`src/rtl/machine_control_pkg.sv`:
```
`default_nettype none
// ============================================================================
// Module  : machine_control_pkg
// Brief   : Shared encodings for the machine-mode trap controller: FSM
//           states, PC-source codes, mcause codes and SYSTEM decode fields.
//           The WFI_WAIT state exists only with MACHINE_CONTROL_WFI_EN.
// Revision: 1.0 - initial release
// ============================================================================
package machine_control_pkg;

    // Controller states; WFI_WAIT only exists when WFI support is built in
    typedef enum logic [2:0] {
        ST_RESET       = 3'd0,
        ST_OPERATING   = 3'd1,
        ST_TRAP_TAKEN  = 3'd2,
        ST_TRAP_RETURN = 3'd3
`ifdef MACHINE_CONTROL_WFI_EN
        ,ST_WFI_WAIT   = 3'd4
`endif
    } state_t;

    // PC-source select codes
    localparam logic [1:0] C_PC_SRC_BOOT = 2'b00;
    localparam logic [1:0] C_PC_SRC_EPC  = 2'b01;
    localparam logic [1:0] C_PC_SRC_TRAP = 2'b10;
    localparam logic [1:0] C_PC_SRC_NEXT = 2'b11;

    // mcause exception-code values (interrupts and exceptions share codes)
    localparam logic [3:0] C_CAUSE_MEI              = 4'd11;
    localparam logic [3:0] C_CAUSE_MSI              = 4'd3;
    localparam logic [3:0] C_CAUSE_MTI              = 4'd7;
    localparam logic [3:0] C_CAUSE_INSTR_MISALIGNED = 4'd0;
    localparam logic [3:0] C_CAUSE_ILLEGAL          = 4'd2;
    localparam logic [3:0] C_CAUSE_ECALL            = 4'd11;
    localparam logic [3:0] C_CAUSE_EBREAK           = 4'd3;
    localparam logic [3:0] C_CAUSE_LOAD_MISALIGNED  = 4'd4;
    localparam logic [3:0] C_CAUSE_STORE_MISALIGNED = 4'd6;

    // SYSTEM opcode and privileged-instruction discriminators
    localparam logic [4:0] C_SYS_OPC     = 5'b11100;
    localparam logic [6:0] C_FUNCT7_PRIV = 7'b0000000;
    localparam logic [6:0] C_FUNCT7_MRET = 7'b0011000;
    localparam logic [6:0] C_FUNCT7_WFI  = 7'b0001000;
    localparam logic [4:0] C_RS2_ECALL   = 5'd0;
    localparam logic [4:0] C_RS2_EBREAK  = 5'd1;
    localparam logic [4:0] C_RS2_MRET    = 5'd2;
    localparam logic [4:0] C_RS2_WFI     = 5'd5;

    // True when funct7/rs2 identify a given privileged SYSTEM instruction
    function automatic logic priv_match(input logic [6:0] f7,
                                        input logic [4:0] rs2,
                                        input logic [6:0] f7_ref,
                                        input logic [4:0] rs2_ref);
        return (f7 == f7_ref) && (rs2 == rs2_ref);
    endfunction

endpackage
`default_nettype wire

```
`src/rtl/machine_control_trap_priority_encoder.sv`:
```
`default_nettype none
// ============================================================================
// Module  : trap_priority_encoder
// Brief   : Combinational trap arbiter. Gates interrupts by global MIE and
//           picks the highest-priority interrupt or exception, returning
//           {valid, interrupt/exception flag, cause, misaligned flag}.
// Revision: 1.0 - initial release
// ============================================================================
module trap_priority_encoder
    import machine_control_pkg::*;
#(
    parameter int CAUSE_W = 4
) (
    input  logic               mie_i,
    input  logic               meie_i,
    input  logic               mtie_i,
    input  logic               msie_i,
    input  logic               meip_i,
    input  logic               mtip_i,
    input  logic               msip_i,
    input  logic               instr_misaligned_i,
    input  logic               illegal_i,
    input  logic               ecall_i,
    input  logic               ebreak_i,
    input  logic               load_misaligned_i,
    input  logic               store_misaligned_i,
    output logic               valid_o,
    output logic               i_or_e_o,
    output logic [CAUSE_W-1:0] cause_o,
    output logic               misaligned_o
);

    // Fixed-priority selection: interrupts first, so a coincident exception is dropped
    always_comb begin
        valid_o      = 1'b1;
        i_or_e_o     = 1'b0;
        cause_o      = '0;
        misaligned_o = 1'b0;
        if (mie_i && meip_i && meie_i) begin
            i_or_e_o = 1'b1;
            cause_o  = CAUSE_W'(C_CAUSE_MEI);
        end else if (mie_i && msip_i && msie_i) begin
            i_or_e_o = 1'b1;
            cause_o  = CAUSE_W'(C_CAUSE_MSI);
        end else if (mie_i && mtip_i && mtie_i) begin
            i_or_e_o = 1'b1;
            cause_o  = CAUSE_W'(C_CAUSE_MTI);
        end else if (instr_misaligned_i) begin
            cause_o      = CAUSE_W'(C_CAUSE_INSTR_MISALIGNED);
            misaligned_o = 1'b1;
        end else if (illegal_i) begin
            cause_o = CAUSE_W'(C_CAUSE_ILLEGAL);
        end else if (ecall_i) begin
            cause_o = CAUSE_W'(C_CAUSE_ECALL);
        end else if (ebreak_i) begin
            cause_o = CAUSE_W'(C_CAUSE_EBREAK);
        end else if (load_misaligned_i) begin
            cause_o      = CAUSE_W'(C_CAUSE_LOAD_MISALIGNED);
            misaligned_o = 1'b1;
        end else if (store_misaligned_i) begin
            cause_o      = CAUSE_W'(C_CAUSE_STORE_MISALIGNED);
            misaligned_o = 1'b1;
        end else begin
            valid_o = 1'b0;
        end
    end

endmodule
`default_nettype wire

```
`src/rtl/machine_control.sv`:
```
`default_nettype none
// ============================================================================
// Module  : machine_control
// Brief   : Machine-mode trap controller FSM. Detects exceptions, enabled
//           pending interrupts and MRET; drives PC source, flush, instret
//           and the mcause/mepc/mstatus update strobes.
//           Optional feature macro: MACHINE_CONTROL_WFI_EN (WFI stalls in
//           WFI_WAIT until an enabled interrupt is pending; otherwise WFI
//           retires as a NOP and stall_out is tied low).
// Revision: 1.0 - initial release
// ============================================================================
module machine_control
    import machine_control_pkg::*;
#(
    parameter int         CAUSE_W = 4,
    parameter logic [4:0] SYS_OPC = C_SYS_OPC
) (
    input  logic               clk_in,
    input  logic               rst_in,
    input  logic [4:0]         opcode_6_to_2_in,
    input  logic [2:0]         funct3_in,
    input  logic [6:0]         funct7_in,
    input  logic [4:0]         rs1_addr_in,
    input  logic [4:0]         rs2_addr_in,
    input  logic [4:0]         rd_addr_in,
    input  logic               illegal_instr_in,
    input  logic               misaligned_instr_in,
    input  logic               misaligned_load_in,
    input  logic               misaligned_store_in,
    input  logic               mie_in,
    input  logic               meie_in,
    input  logic               mtie_in,
    input  logic               msie_in,
    input  logic               meip_in,
    input  logic               mtip_in,
    input  logic               msip_in,
    output logic [1:0]         pc_src_out,
    output logic               flush_out,
    output logic               trap_taken_out,
    output logic               set_cause_out,
    output logic               set_epc_out,
    output logic               i_or_e_out,
    output logic [CAUSE_W-1:0] cause_out,
    output logic               misaligned_exception_out,
    output logic               mie_clear_out,
    output logic               mie_set_out,
    output logic               instret_inc_out,
    output logic               stall_out
);

    state_t             state_q, state_d;
    logic [1:0]         pc_src_q;
    logic               flush_q, trap_taken_q, set_cause_q, set_epc_q;
    logic               mie_clear_q, mie_set_q;
    logic               i_or_e_q, misaligned_q;
    logic [CAUSE_W-1:0] cause_q;

    logic               w_sys_base, w_ecall, w_ebreak, w_mret;
    logic               w_trap_req, w_trap_ie, w_trap_mis;
    logic [CAUSE_W-1:0] w_trap_cause;

    // Privileged SYSTEM instructions all share funct3=0, rs1=0, rd=0
    assign w_sys_base = (opcode_6_to_2_in == SYS_OPC) && (funct3_in == 3'b000) &&
                        (rs1_addr_in == 5'd0) && (rd_addr_in == 5'd0);
    assign w_ecall    = w_sys_base && priv_match(funct7_in, rs2_addr_in, C_FUNCT7_PRIV, C_RS2_ECALL);
    assign w_ebreak   = w_sys_base && priv_match(funct7_in, rs2_addr_in, C_FUNCT7_PRIV, C_RS2_EBREAK);
    assign w_mret     = w_sys_base && priv_match(funct7_in, rs2_addr_in, C_FUNCT7_MRET, C_RS2_MRET);

`ifdef MACHINE_CONTROL_WFI_EN
    logic w_wfi, w_wake, stall_q;
    assign w_wfi  = w_sys_base && priv_match(funct7_in, rs2_addr_in, C_FUNCT7_WFI, C_RS2_WFI);
    // Wake-up ignores global MIE: a masked interrupt still ends the wait
    assign w_wake = (meip_in & meie_in) | (msip_in & msie_in) | (mtip_in & mtie_in);
    assign stall_out = stall_q;
`else
    assign stall_out = 1'b0;
`endif

    trap_priority_encoder #(
        .CAUSE_W            (CAUSE_W)
    ) u_trap_priority_encoder (
        .mie_i              (mie_in),
        .meie_i             (meie_in),
        .mtie_i             (mtie_in),
        .msie_i             (msie_in),
        .meip_i             (meip_in),
        .mtip_i             (mtip_in),
        .msip_i             (msip_in),
        .instr_misaligned_i (misaligned_instr_in),
        .illegal_i          (illegal_instr_in),
        .ecall_i            (w_ecall),
        .ebreak_i           (w_ebreak),
        .load_misaligned_i  (misaligned_load_in),
        .store_misaligned_i (misaligned_store_in),
        .valid_o            (w_trap_req),
        .i_or_e_o           (w_trap_ie),
        .cause_o            (w_trap_cause),
        .misaligned_o       (w_trap_mis)
    );

    // Next-state selection; TRAP_TAKEN and TRAP_RETURN last exactly one cycle
    always_comb begin
        state_d = state_q;
        case (state_q)
            ST_RESET:       state_d = ST_OPERATING;
            ST_OPERATING: begin
                if (w_trap_req)
                    state_d = ST_TRAP_TAKEN;
                else if (w_mret)
                    state_d = ST_TRAP_RETURN;
`ifdef MACHINE_CONTROL_WFI_EN
                else if (w_wfi)
                    state_d = ST_WFI_WAIT;
`endif
            end
            ST_TRAP_TAKEN:  state_d = ST_OPERATING;
            ST_TRAP_RETURN: state_d = ST_OPERATING;
`ifdef MACHINE_CONTROL_WFI_EN
            ST_WFI_WAIT:    if (w_wake) state_d = ST_OPERATING;
`endif
            default:        state_d = ST_RESET;
        endcase
    end

    // State register plus outputs registered from the state being entered
    always_ff @(posedge clk_in) begin
        if (rst_in) begin
            state_q      <= ST_RESET;
            pc_src_q     <= C_PC_SRC_BOOT;
            flush_q      <= 1'b1;
            trap_taken_q <= 1'b0;
            set_cause_q  <= 1'b0;
            set_epc_q    <= 1'b0;
            mie_clear_q  <= 1'b0;
            mie_set_q    <= 1'b0;
            cause_q      <= '0;
            i_or_e_q     <= 1'b0;
            misaligned_q <= 1'b0;
`ifdef MACHINE_CONTROL_WFI_EN
            stall_q      <= 1'b0;
`endif
        end else begin
            state_q      <= state_d;
            pc_src_q     <= C_PC_SRC_NEXT;
            flush_q      <= 1'b0;
            trap_taken_q <= 1'b0;
            set_cause_q  <= 1'b0;
            set_epc_q    <= 1'b0;
            mie_clear_q  <= 1'b0;
            mie_set_q    <= 1'b0;
`ifdef MACHINE_CONTROL_WFI_EN
            stall_q      <= 1'b0;
`endif
            case (state_d)
                ST_RESET: begin
                    pc_src_q <= C_PC_SRC_BOOT;
                    flush_q  <= 1'b1;
                end
                ST_TRAP_TAKEN: begin
                    pc_src_q     <= C_PC_SRC_TRAP;
                    flush_q      <= 1'b1;
                    trap_taken_q <= 1'b1;
                    set_cause_q  <= 1'b1;
                    set_epc_q    <= 1'b1;
                    mie_clear_q  <= 1'b1;
                end
                ST_TRAP_RETURN: begin
                    pc_src_q  <= C_PC_SRC_EPC;
                    flush_q   <= 1'b1;
                    mie_set_q <= 1'b1;
                end
`ifdef MACHINE_CONTROL_WFI_EN
                ST_WFI_WAIT: stall_q <= 1'b1;
`endif
                default: ;
            endcase
            // Cause fields are captured only when a trap is accepted and then held
            if (state_q == ST_OPERATING && state_d == ST_TRAP_TAKEN) begin
                cause_q      <= w_trap_cause;
                i_or_e_q     <= w_trap_ie;
                misaligned_q <= w_trap_mis;
            end
        end
    end

    // Retire qualifies the instruction currently in OPERATING, so it cannot wait a cycle
    assign instret_inc_out = (state_q == ST_OPERATING) && !w_trap_req && !w_mret;

    assign pc_src_out               = pc_src_q;
    assign flush_out                = flush_q;
    assign trap_taken_out           = trap_taken_q;
    assign set_cause_out            = set_cause_q;
    assign set_epc_out              = set_epc_q;
    assign mie_clear_out            = mie_clear_q;
    assign mie_set_out              = mie_set_q;
    assign cause_out                = cause_q;
    assign i_or_e_out               = i_or_e_q;
    assign misaligned_exception_out = misaligned_q;

endmodule
`default_nettype wire

```
`config.mk`:
```
export PLATFORM = sky130hd
export DESIGN_NAME = machine_control
export DESIGN_NICKNAME = d
export VERILOG_FILES = /design/src/rtl/machine_control_pkg.sv /design/src/rtl/machine_control_trap_priority_encoder.sv /design/src/rtl/machine_control.sv
export SDC_FILE = /design/constraint.sdc
export NUM_CORES = 1
export LEC_CHECK = 0
export ABC_CLOCK_PERIOD_IN_PS = 2590
export CAP_MARGIN = 40
export CORE_AREA = 2 2 52 54
export CTS_CLUSTER_DIAMETER = 150
export DETAILED_ROUTE_END_ITERATION = 8
export DIE_AREA = 0 0 54 56
export PLACE_DENSITY = 0.88
export SETUP_SLACK_MARGIN = 0.2
export SYNTH_ARGS = -nofsm -noshare
export SYNTH_HDL_FRONTEND = slang
export SYNTH_SLANG_ARGS = --single-unit
export TNS_END_PERCENT = 100
```
`constraint.sdc`:
```
create_clock -name clk_in -period 2.59 [get_ports clk_in]
set_input_delay 0.3885 -clock clk_in [delete_from_list [all_inputs] [get_ports clk_in]]
set_output_delay 0.3885 -clock clk_in [all_outputs]
set_load 0.02 [all_outputs]
```
==> reports/results.txt, run 1 <==
Critical Path RT: 2200 ps
clock-pin transition on the worst setup and hold timing paths: 80 ps
die height: 56 um
post-synthesis xor/xnor area fraction: 0%
first-pass GRT wire length: 4020 um
post-synthesis adder-cell area fraction: 0%
Rel. slew slack: 60.4%
htree depth: 1
CTS tree: done
row count: 18
worst-path cell chain: dlygate4sd2_1 > or4_4 > or4_4 > nand2_4 > nor3_2 > buf_4
Post-synth EDFFs: 0
gpl congestion: 0.780
ANT nets after route: 0
mux contribution to synthesized area: 1.28%
routed vias/inst: 5.24
IO Count: 59
post-synthesis simple-gate area fraction: 30.9%
Clock Path Buffers: 2
Synth Area per Inst: 8.58 sq um
Slew Limit Fails: 0
final WL: 2580 um
initial antenna violation count: 0
overall power: 0.531 mW
number of fillers in the final layout: 199
worst path arrival time: 1940 ps
clock root buffer: clkbuf_4
FF+latch count, synth: 14
clock skew: 2.68 ps
crit-path leading delay family: simple AND/OR/NAND/NOR gates
Finish-stage setup viols: 0
leak pwr: 0.730 nW
Worst Hold Class: reg2reg
dpl hpwl: 2070 um
final hold violations: 0
Final Cycle Share: 89.7%
vias in the first global route: 1,016
post-synthesis compound-gate area fraction: 24.0%
Cells after Synth: 91
CP dominant cell by count: or4_4
initial core utilization: 32.1%
slowest cell on the critical path: or4_4
IO Port Bufs: 57
most common library cell in the layout ignoring fill and taps: clkdlybuf4s50_1
async set-reset flop share out of synthesis: 0%
VDD IR max: 0.228 mV
share of cells above drive strength 1: 22.9%
die width: 54 um
DRT iter0 DRCs: 24
CTS Sinks: 14
RSZ-0062 raised after global routing: false
die area: 3020 sq um
CP bufs+invs: 2
pre-CTS WS: -373 ps
first-pass iteration count of the detailed router: 4
Startpoint Class: input pin
critical path class: in2out
Core Box Area: 2430 sq um
status: finished, final reports clean
Yosys cell types: 37
Syn Std Cell Area: 781 sq um
crit end category: output port
routed via count: 1,027
routed wire length per instance: 13.2 um
grt total ovfl: 0
largest net degree at the start of global routing: 10
Final nets: 210
YS warnings: 0
DRC viols: 0
Syn-to-layout area delta: 108%
Seq/Total Area, Yosys: 35.9%
main combinational cell family by area after synthesis: simple AND/OR/NAND/NOR gates
maximum clock frequency: 430 MHz
most frequent cells in the layout: clkdlybuf4s50_1, buf_4, dfxtp_1
gr usage total: 17.6%
Final Hold Slack: 463 ps
MaxCap Viol Count: 0
power per cell area: 328 nW/um^2
CTS Buf Count: 3
n_diodes: 0
Skew-Pair Late Insertion Delay: 270 ps
Final Util: 66.6%
crit path time final: 2320 ps
Worst-Margin Slew: 588 ps
PnR worst setup slack: 266 ps
slowest stage delay, CP: 550 ps
Crit Path Max Fanout: 2
Primary FF master, synth: dfxtp_1
## area by class of cell
| cell class | count | area [sq um] | area share, % |
|---|---|---|---|
| sequential | 14 | 280 | 17.3 |
| clock buffer | 4 | 36.3 | 2.24 |
| multi-input combinational | 67 | 522 | 32.2 |
| inverter | 5 | 18.8 | 1.16 |
| tap | 30 | 37.5 | 2.32 |
| timing repair buffer | 76 | 726 | 44.8 |
## final timing paths
check,slack (ps),cells after the start,end,start
max,270,6,instret_inc_out,funct7_in[6]
min,460,2,i_or_e_out,i_or_e_out
max reg2reg,1230,5,misaligned_exception_out,state_q[0]
min reg2reg,460,2,i_or_e_out,i_or_e_out
## layer usage
layer,up-vias,track usage [%],part of all wire (%)
li1,494,-,-
met1,458,18.6,38
met2,69,31.5,50
met3,6,3.23,9.2
met4,0,8.93,2.3
met5,-,0,0
## cell families after synthesis
kind of cell    count (synthesis)
simple gates                   39
mux                             1
other cells                     1
buf+inv                        11
compound gates                 25
flops                          14
## worst min-delay path: cells and delay by family (launching register included)
kind / cells / cell delay (ps)
buf+inv: 1 / 50
flops: 1 / 320
compound gates: 1 / 50
## Yosys cell counts (all sizes together) (2+ instances only)
| cell type | n | area (sq um) |
|---|---|---|
| a21oi | 4 | 20.0 |
| nor4 | 4 | 43.8 |
| nand3 | 2 | 10.0 |
| nor4b | 3 | 32.5 |
| and3 | 4 | 25.0 |
| inv | 5 | 18.8 |
| a31oi | 3 | 18.8 |
| a211oi | 2 | 15.0 |
| or4 | 2 | 15.0 |
| clkbuf | 2 | 8.75 |
| nand2 | 6 | 22.5 |
| dfxtp | 14 | 280 |
| nand4 | 2 | 12.5 |
| o31ai | 4 | 30.0 |
| a311oi | 2 | 17.5 |
| buf | 4 | 30.0 |
| nor2 | 8 | 30.0 |
| nor3 | 3 | 15.0 |
| a21boi | 2 | 15.0 |
## per-stage QoR
step,area (sq um),std cells,setup TNS [ps]
5_1_grt,1620,196,0
4_1_cts,1550,196,0
6_report,1620,196,0
2_1_floorplan,785,92,0
3_5_place_dp,1500,192,-373
3_3_place_gp,1500,192,-289
## sequential cells by signal, summed over array words and instances (netlist names)
register / count
cause_out: 4
flush_out: 1
i_or_e_out: 1
mie_clear_out: 1
mie_set_out: 1
misaligned_exception_out: 1
pc_src_out: 2
state_q: 3
## what timing repair did
| item | CTS | global route |
|---|---|---|
| setup endpoints to repair | 1 | 1 |
| hold buffers | 0 | 0 |
| setup buffers | 0 | 0 |
| pin swaps | 9 | 11 |
| gates resized for setup | 26 | 19 |
| hold endpoints to repair | 0 | 0 |
## report_power, final
| part | leakage (nW) | internal (mW) | switching, mW |
|---|---|---|---|
| clock network | 0.0210 | 0.0855 | 0.0657 |
| logic | 0.594 | 0.0900 | 0.0611 |
| registers | 0.115 | 0.224 | 0.00451 |
No activity file was read; power rests on OpenSTA's default activity.
==> inputs of run 2 (changes only) <==
--- a/config.mk
+++ b/config.mk
@@ -11,7 +11,8 @@
 export CTS_CLUSTER_DIAMETER = 150
 export DETAILED_ROUTE_END_ITERATION = 8
 export DIE_AREA = 0 0 54 56
-export PLACE_DENSITY = 0.88
+export GPL_TIMING_DRIVEN = 0
+export PLACE_DENSITY = 0.77
 export SETUP_SLACK_MARGIN = 0.2
 export SYNTH_ARGS = -nofsm -noshare
 export SYNTH_HDL_FRONTEND = slang
==> run 2 against run 1 <==
Die area unchanged. Cell area fell by 4.6%. Critical path type unchanged. Worst setup slack worse by 26 ps. Worst hold slack better by 0.68 ps.
==> reports/results.txt, run 2 (synthesized netlist as in run 1, its figures left out) <==
Worst Hold Class: reg2reg
leak pwr: 0.628 nW
maximum clock frequency: 426 MHz
n_diodes: 0
first-pass iteration count of the detailed router: 4
slowest stage delay, CP: 530 ps
initial core utilization: 32.1%
Crit Path Max Fanout: 2
routed wire length per instance: 13.5 um
Design Area, Final: 1550 sq um
DP Area: 1380 sq um
gpl congestion: 0.848
final hold violations: 0
placed insts: 178
crit end category: output port
MaxCap Viol Count: 0
clock root buffer: clkbuf_4
grt total ovfl: 0
IO Count: 59
VDD IR max: 0.242 mV
Final Util: 63.6%
RSZ-0062 raised after global routing: false
worst-path cell chain: clkdlybuf4s15_1 > or4_4 > or4_4 > buf_8 > nand2_4 > nor3_4 > buf_6
most frequent cells in the layout: clkdlybuf4s50_1, dlygate4sd2_1, dfxtp_1
Critical Path RT: 2200 ps
routed vias/inst: 5.31
DRC viols: 0
row count: 18
Startpoint Class: input pin
Final Cycle Share: 90.7%
die width: 54 um
CTS tree: done
pre-CTS WS: -638 ps
die height: 56 um
CTS Buf Count: 3
initial antenna violation count: 0
PnR worst setup slack: 240 ps
area of the multi-input gates: 533 sq um
vias in the first global route: 1,007
first-pass GRT wire length: 4020 um
worst path arrival time: 1960 ps
Finish-stage setup viols: 0
Slew Limit Fails: 0
most common library cell in the layout ignoring fill and taps: clkdlybuf4s50_1
critical path class: in2out
CTS Sinks: 14
Worst-Margin Slew: 668 ps
IO Port Bufs: 56
Non-Filler Instances: 191
htree depth: 1
gr usage total: 17.4%
number of flip-flops in the largest register: 4
clock skew: 0.496 ps
register area: 280 sq um
crit path time final: 2350 ps
CP dominant cell by count: or4_4
largest net degree at the start of global routing: 10
number of fillers in the final layout: 212
Clock Path Buffers: 2
Syn-to-layout area delta: 98.1%
ANT nets after route: 0
Final nets: 205
Core Box Area: 2430 sq um
Rel. slew slack: 55.4%
Skew-Pair Late Insertion Delay: 270 ps
routed via count: 1,014
status: finished, final reports clean
slowest cell on the critical path: or4_4
power per cell area: 338 nW/um^2
share of cells above drive strength 1: 22.4%
dpl hpwl: 1940 um
clock-pin transition on the worst setup and hold timing paths: 80 ps
die area: 3020 sq um
final WL: 2590 um
DRT iter0 DRCs: 19
overall power: 0.522 mW
## run 2: stage by stage
step           hold slack [ps]  setup TNS (ps)
6_report                   464               0
5_1_grt                    474               0
3_3_place_gp               445            -611
2_1_floorplan              429               0
3_5_place_dp               453            -638
4_1_cts                    465               0
## run 2: layout make-up
| type | count | area share, % |
|---|---|---|
| flip-flops and latches | 14 | 18.1 |
| plain buffers | 6 | 3.16 |
| inverters | 5 | 1.21 |
| well taps | 30 | 2.43 |
| multi-input cells | 67 | 34.5 |
| clock buffers | 4 | 2.35 |
| repair buffers | 65 | 38.3 |
## run 2: power by group
group          switching, mW  total, mW  internal, mW
Clock                 0.0686      0.154        0.0855
Combinational         0.0608      0.139        0.0787
Sequential           0.00441      0.228         0.224
Total                  0.134      0.522         0.388
## run 2: layer usage
layer | vias up | global-route usage [%] | part of all wire [%]
met5 | - | 0 | 0
met4 | 0 | 11.1 | 3.1
met3 | 8 | 3.76 | 8.8
met2 | 71 | 30.7 | 52
met1 | 448 | 17.5 | 36
li1 | 487 | - | -
## run 2: final timing paths
path / from / to / slack [ps] / cells after the start
setup reg to reg: state_q[2] / cause_out[1] / 860 / 3
hold / removal: i_or_e_out / i_or_e_out / 460 / 2
hold reg to reg: i_or_e_out / i_or_e_out / 460 / 2
setup / recovery: rs2_addr_in[2] / instret_inc_out / 240 / 7
## run 2: what timing repair did
action / CTS / global route
hold buffers: 0 / 0
setup buffers: 9 / 0
setup endpoints to repair: 1 / 2
gates resized for setup: 49 / 10
pin swaps: 14 / 7
## run 2: worst max-delay path, delay by kind of cell
kind	cells	cell delay (ps)
simple gates	4	1120
buf+inv	3	450
